$ cat src/rtl/tick_divider_prog.sv
// Programmable tick divider: emits one tick_out every div qualified tick_in strobes,
// with a runtime-loadable divisor, pause/stop/clear control and a one-shot mode.
module tick_divider_prog #(
   parameter int WIDTH       = 8,
   parameter int DEFAULT_DIV = 10
) (
   input  logic             clk,
   input  logic             rst,
   input  logic             tick_in,
   input  logic             enable,
   input  logic             start,
   input  logic             stop,
   input  logic             clear,
   input  logic             oneshot,
   input  logic             div_load,
   input  logic [WIDTH-1:0] div_value,
   output logic             tick_out,
   output logic [WIDTH-1:0] count,
   output logic             running,
   output logic             done,
   output logic             load_err
);

   typedef enum logic [1:0] {IDLE, RUN, DONE} state_t;

   localparam logic [WIDTH-1:0] DIV_RST = WIDTH'(DEFAULT_DIV);
   localparam logic [WIDTH-1:0] ONE     = WIDTH'(1);

   state_t           state_reg, state_next;
   logic [WIDTH-1:0] count_reg, count_next;
   logic [WIDTH-1:0] div_reg, div_next;
   logic [WIDTH-1:0] pend_reg, pend_next;
   logic             pend_valid_reg, pend_valid_next;
   logic             mode_reg, mode_next;
   logic             tick_reg, tick_next;
   logic             err_reg, err_next;

   logic             qtick;
   logic             at_top;
   logic             load_ok;

   assign qtick   = tick_in & enable;
   assign at_top  = (count_reg == div_reg - ONE);
   assign load_ok = div_load && (div_value != '0);

   always_ff @(posedge clk or posedge rst) begin
      if (rst) begin
         state_reg      <= IDLE;
         count_reg      <= '0;
         div_reg        <= DIV_RST;
         pend_reg       <= '0;
         pend_valid_reg <= 1'b0;
         mode_reg       <= 1'b0;
         tick_reg       <= 1'b0;
         err_reg        <= 1'b0;
      end else begin
         state_reg      <= state_next;
         count_reg      <= count_next;
         div_reg        <= div_next;
         pend_reg       <= pend_next;
         pend_valid_reg <= pend_valid_next;
         mode_reg       <= mode_next;
         tick_reg       <= tick_next;
         err_reg        <= err_next;
      end
   end

   always_comb begin
      state_next      = state_reg;
      count_next      = count_reg;
      div_next        = div_reg;
      pend_next       = pend_reg;
      pend_valid_next = pend_valid_reg;
      mode_next       = mode_reg;
      tick_next       = 1'b0;
      err_next        = div_load && (div_value == '0);

      if (clear) begin
         state_next      = IDLE;
         count_next      = '0;
         pend_valid_next = 1'b0;
      end else begin
         case (state_reg)
            RUN: begin
               // A load in RUN is parked so the current period finishes on the old divisor;
               // a load coinciding with a wrap or stop is therefore applied immediately.
               if (load_ok) begin
                  pend_next       = div_value;
                  pend_valid_next = 1'b1;
               end
               if (stop) begin
                  state_next      = IDLE;
                  pend_valid_next = 1'b0;
                  if (load_ok)             div_next = div_value;
                  else if (pend_valid_reg) div_next = pend_reg;
               end else if (start) begin
                  count_next = '0;
                  mode_next  = oneshot;
               end else if (qtick) begin
                  if (at_top) begin
                     count_next      = '0;
                     tick_next       = 1'b1;
                     pend_valid_next = 1'b0;
                     if (load_ok)             div_next = div_value;
                     else if (pend_valid_reg) div_next = pend_reg;
                     if (mode_reg) state_next = DONE;
                  end else begin
                     count_next = count_reg + ONE;
                  end
               end
            end
            default: begin
               if (load_ok) div_next = div_value;
               if (!stop && start) begin
                  state_next = RUN;
                  count_next = '0;
                  mode_next  = oneshot;
               end
            end
         endcase
      end
   end

   assign tick_out = tick_reg;
   assign count    = count_reg;
   assign running  = (state_reg == RUN);
   assign done     = (state_reg == DONE);
   assign load_err = err_reg;

endmodule

$ cat config.mk
export PLATFORM = sky130hd
export DESIGN_NAME = tick_divider_prog
export DESIGN_NICKNAME = d
export VERILOG_FILES = /design/src/rtl/tick_divider_prog.sv
export SDC_FILE = /design/constraint.sdc
export NUM_CORES = 1
export LEC_CHECK = 0
export ABC_AREA = 0
export ABC_CLOCK_PERIOD_IN_PS = 3300
export CAP_MARGIN = 40
export CELL_PAD_IN_SITES_DETAIL_PLACEMENT = 0
export CELL_PAD_IN_SITES_GLOBAL_PLACEMENT = 2
export CORE_UTILIZATION = 34
export DETAILED_ROUTE_END_ITERATION = 6
export PLACE_DENSITY = 0.88
export SYNTH_ARGS = -nofsm -noshare
export SYNTH_HDL_FRONTEND = slang
export SYNTH_SLANG_ARGS = --single-unit
export TNS_END_PERCENT = 50
$ cat constraint.sdc
create_clock -name clk -period 3.3 [get_ports clk]
set_input_delay 0.66 -clock clk [delete_from_list [all_inputs] [get_ports clk]]
set_output_delay 0.66 -clock clk [all_outputs]
set_load 0.03 [all_outputs]
==> impl_metrics.env <==
export IMPL_drtIter0Drc=42
export IMPL_synth_top_cell_area_share=0.399
export IMPL_cts_hold_buf=0
export IMPL_cts_htree_levels=2
export IMPL_die_x_um=73.9
export IMPL_critPathMaxStageDelay_ps=560
export IMPL_drive_gt1_frac=0.222
export IMPL_vias=1347
export IMPL_tns_ps=0
export IMPL_ant_nets=0
export IMPL_seqPwrFrac=0.467
export IMPL_grt_max_degree=31
export IMPL_firstDrtPassIters=4
export IMPL_avgSynthCellArea_sq_um=10.7
export IMPL_crit_required_ps=3470
export IMPL_place_congestion=0.793
export IMPL_synth_fp_nets=183
export IMPL_cellInternalPower_uw=704
export IMPL_fill_cells=449
export IMPL_synth_top_family_by_area="simple AND/OR/NAND/NOR gates"
export IMPL_power_frac_comb=0.217
export IMPL_p_switching_uw=295
export IMPL_critPathTopFamily="compound AO/OA/AOI/OAI gates"
export IMPL_synthTopCellsByArea="dfrtp_1 40%, mux2_2 9.6%, mux2_4 5.1%"
export IMPL_grt_pass1_vias=1345
export IMPL_end_kind="flop"
export IMPL_fp_row_count=25
export IMPL_cap_violations=0
export IMPL_io_buffers=28
export IMPL_area_delta_synth_final_pct=25.9
export IMPL_dpl_cell_count=257
export IMPL_detail_route_wl_per_cell_um=14.1
export IMPL_initial_core_util=0.362
export IMPL_irDropWorstVdd_v=0.000243
export IMPL_final_min_clock_period_ps=2660
export IMPL_ctsResizeCount=0
export IMPL_route_detailed_drc=0
export IMPL_startpoint_type="flop"
export IMPL_antenna_found_initial=0
export IMPL_slew_headroom=0.622
export IMPL_synth_xor_xnor_area_share=0.0549
export IMPL_fmax_mhz=375
export IMPL_worstSetupPathType="flop to flop"
export IMPL_n_antenna_cell=0
export IMPL_fin_crit_sh=0.807
export IMPL_tightest_slew_ps=560
export IMPL_ys_flop_type="dfrtp_1"
export IMPL_synthAdderAreaFrac=0.0143
export IMPL_clock_sinks=30
export IMPL_hold_path_class="flop to flop"
export IMPL_synth_most_common_cell="dfrtp_1"
export IMPL_synth_area_mux_share=0.170
export IMPL_hold_violations=0
export IMPL_ys_seq_area_frac=0.429
export IMPL_die_area_sq_um=5450
export IMPL_p_sw_frac=0.295
export IMPL_core_area_sq_um=4850
export IMPL_path_buf_inv=1
export IMPL_die_h_um=73.9
export IMPL_pwr_share_clk=0.316
export IMPL_path_max_fanout=8
export IMPL_synth_edff_count=0
export IMPL_maxSlewViolCount=0
export IMPL_powerDensity_nw_per_um2=452
export IMPL_ys_ff_latch=30
export IMPL_fin_nets=216
export IMPL_arrival_ps=2840
export IMPL_ys_types=45
export IMPL_grt_pass1_wl_um=6350
export IMPL_ios=29
export IMPL_grt_overflow=0
export IMPL_syn_inst=164
export IMPL_finalInstanceArea_sq_um=2210
export IMPL_setup_violations=0
export IMPL_fin_skew_ps=6.66
export IMPL_ys_warn_count=0
export IMPL_layout_cells_non_filler=265
export IMPL_synth_compound_area_frac=0.109
export IMPL_grt_setup_unrepaired="no"
export IMPL_dp_hpwl_um=2820
export IMPL_ys_top_cells_by_count="28 x dfrtp_1, 16 x nand2_1, 15 x mux2_2"
export IMPL_yosysTopAreaCell="dfrtp_1"
export IMPL_leakage_nw=0.918
export IMPL_groute_usage_overall=0.156
export IMPL_cts_setup_buffers=0
export IMPL_numCtsBuffers=5
export IMPL_synthArstFlopShare=1.00
export IMPL_outcome="finished clean"
export IMPL_cp_cell_sequence="inv_1 > ha_1 > nand2b_1 > a21oi_1 > a311oi_1 > a41oi_1 > nor4_4 > o21ai_4 > mux2_4"
export IMPL_place_area_sq_um=2120
export IMPL_synth_simple_area_share=0.207
export IMPL_clk_latency_ps=280
export IMPL_cts_tree="yes"
export IMPL_via_per_inst=5.08
export IMPL_drt_total_wl_um=3730
export IMPL_cts_clk_slew_worst_paths_ps=70
export IMPL_cts_path_max_buffers=2
export IMPL_synth_area_sq_um=1760
export IMPL_clock_root_buffer="clkbuf_8"
export IMPL_cp_slowest_cell="dfstp_2"
-- worst reg2reg max path, stage by stage (launching register included) --
cell,delay [ps]
dfstp_2,560
inv_1,60
ha_1,230
nand2b_1,180
a21oi_1,160
a311oi_1,70
a41oi_1,450
nor4_4,140
o21ai_4,370
mux2_4,340
-- per-stage QoR --
stage	power [mW]	hold slack (ps)	utilization	worst slack, ps
after floorplan	0.622	461	-	913
after CTS	1.01	509	0.456	635
after detailed placement	0.690	494	0.436	574
after global placement	0.678	482	0.436	655
final	0.999	504	0.456	637
after global routing	1.05	536	0.456	517
-- final cells by class --
cell class | count | area, sq um | share of cell area
Multi-Input combinational cell | 127 | 976 | 0.441
Tap cell | 67 | 83.8 | 0.0379
Clock inverter | 2 | 12.5 | 0.00566
Timing Repair Buffer | 29 | 288 | 0.130
Inverter | 4 | 15.0 | 0.00679
Clock buffer | 6 | 82.6 | 0.0374
Sequential cell | 30 | 753 | 0.341
-- cells by family (layout without fill, tap and decap cells) --
group	after synthesis	count (layout)
XOR/XNOR	11	11
AO/OA/AOI/OAI	25	25
multiplexers	25	25
adder cells (fa/ha/maj)	2	2
flip-flops	30	30
AND/OR/NAND/NOR	64	64
buffers and inverters	7	41
-- path summary, 6_finish.rpt --
check,startpoint,to,slack [ps],cells after the start
max,div_reg[1]$_DFFE_PP1P_,div_reg[5]$_DFFE_PP0P_,640,9
min,pend_reg[1]$_DFFE_PP0P_,pend_reg[1]$_DFFE_PP0P_,500,1
max reg2reg,div_reg[1]$_DFFE_PP1P_,div_reg[5]$_DFFE_PP0P_,640,9
min reg2reg,pend_reg[1]$_DFFE_PP0P_,pend_reg[1]$_DFFE_PP0P_,500,1
max in group asynchronous,rst,div_reg[1]$_DFFE_PP1P_,2230,3
min in group asynchronous,rst,count[5]$_DFFE_PP0P_,740,3
-- routing by layer --
layer  vias up  wire length [um]  track usage
met5         -                 0            0
met4         0                39       0.0598
met3         6               133       0.0370
met2        39              1840        0.263
met1       642              1710        0.193
li1        660                 -            -
-- cells in the final DEF (no fill, tap or decap), drive strengths merged, types with 2 or more instances in the layout --
master / n
nand2b: 5
nand3b: 2
nand2: 16
inv: 4
or3: 6
mux2i: 4
ha: 2
o21ai: 4
or2: 2
nand3: 4
a21oi: 6
clkbuf: 6
nor4: 4
mux2: 21
clkdlybuf4s50: 28
nor2: 12
a21o: 3
dfstp: 2
dfrtp: 28
nor3: 5
a41oi: 3
a31oi: 2
xor2: 4
xnor2: 7
-- power by group through the flow --
stage,clock [mW],combinational [mW],sequential (mW)
5_1_grt,0.342,0.239,0.473
4_1_cts,0.323,0.219,0.466
3_3_place_gp,0,0.208,0.470
2_1_floorplan,0,0.163,0.459
3_5_place_dp,0,0.217,0.473
6_report,0.315,0.217,0.467
(Power assumes the default switching activity.)
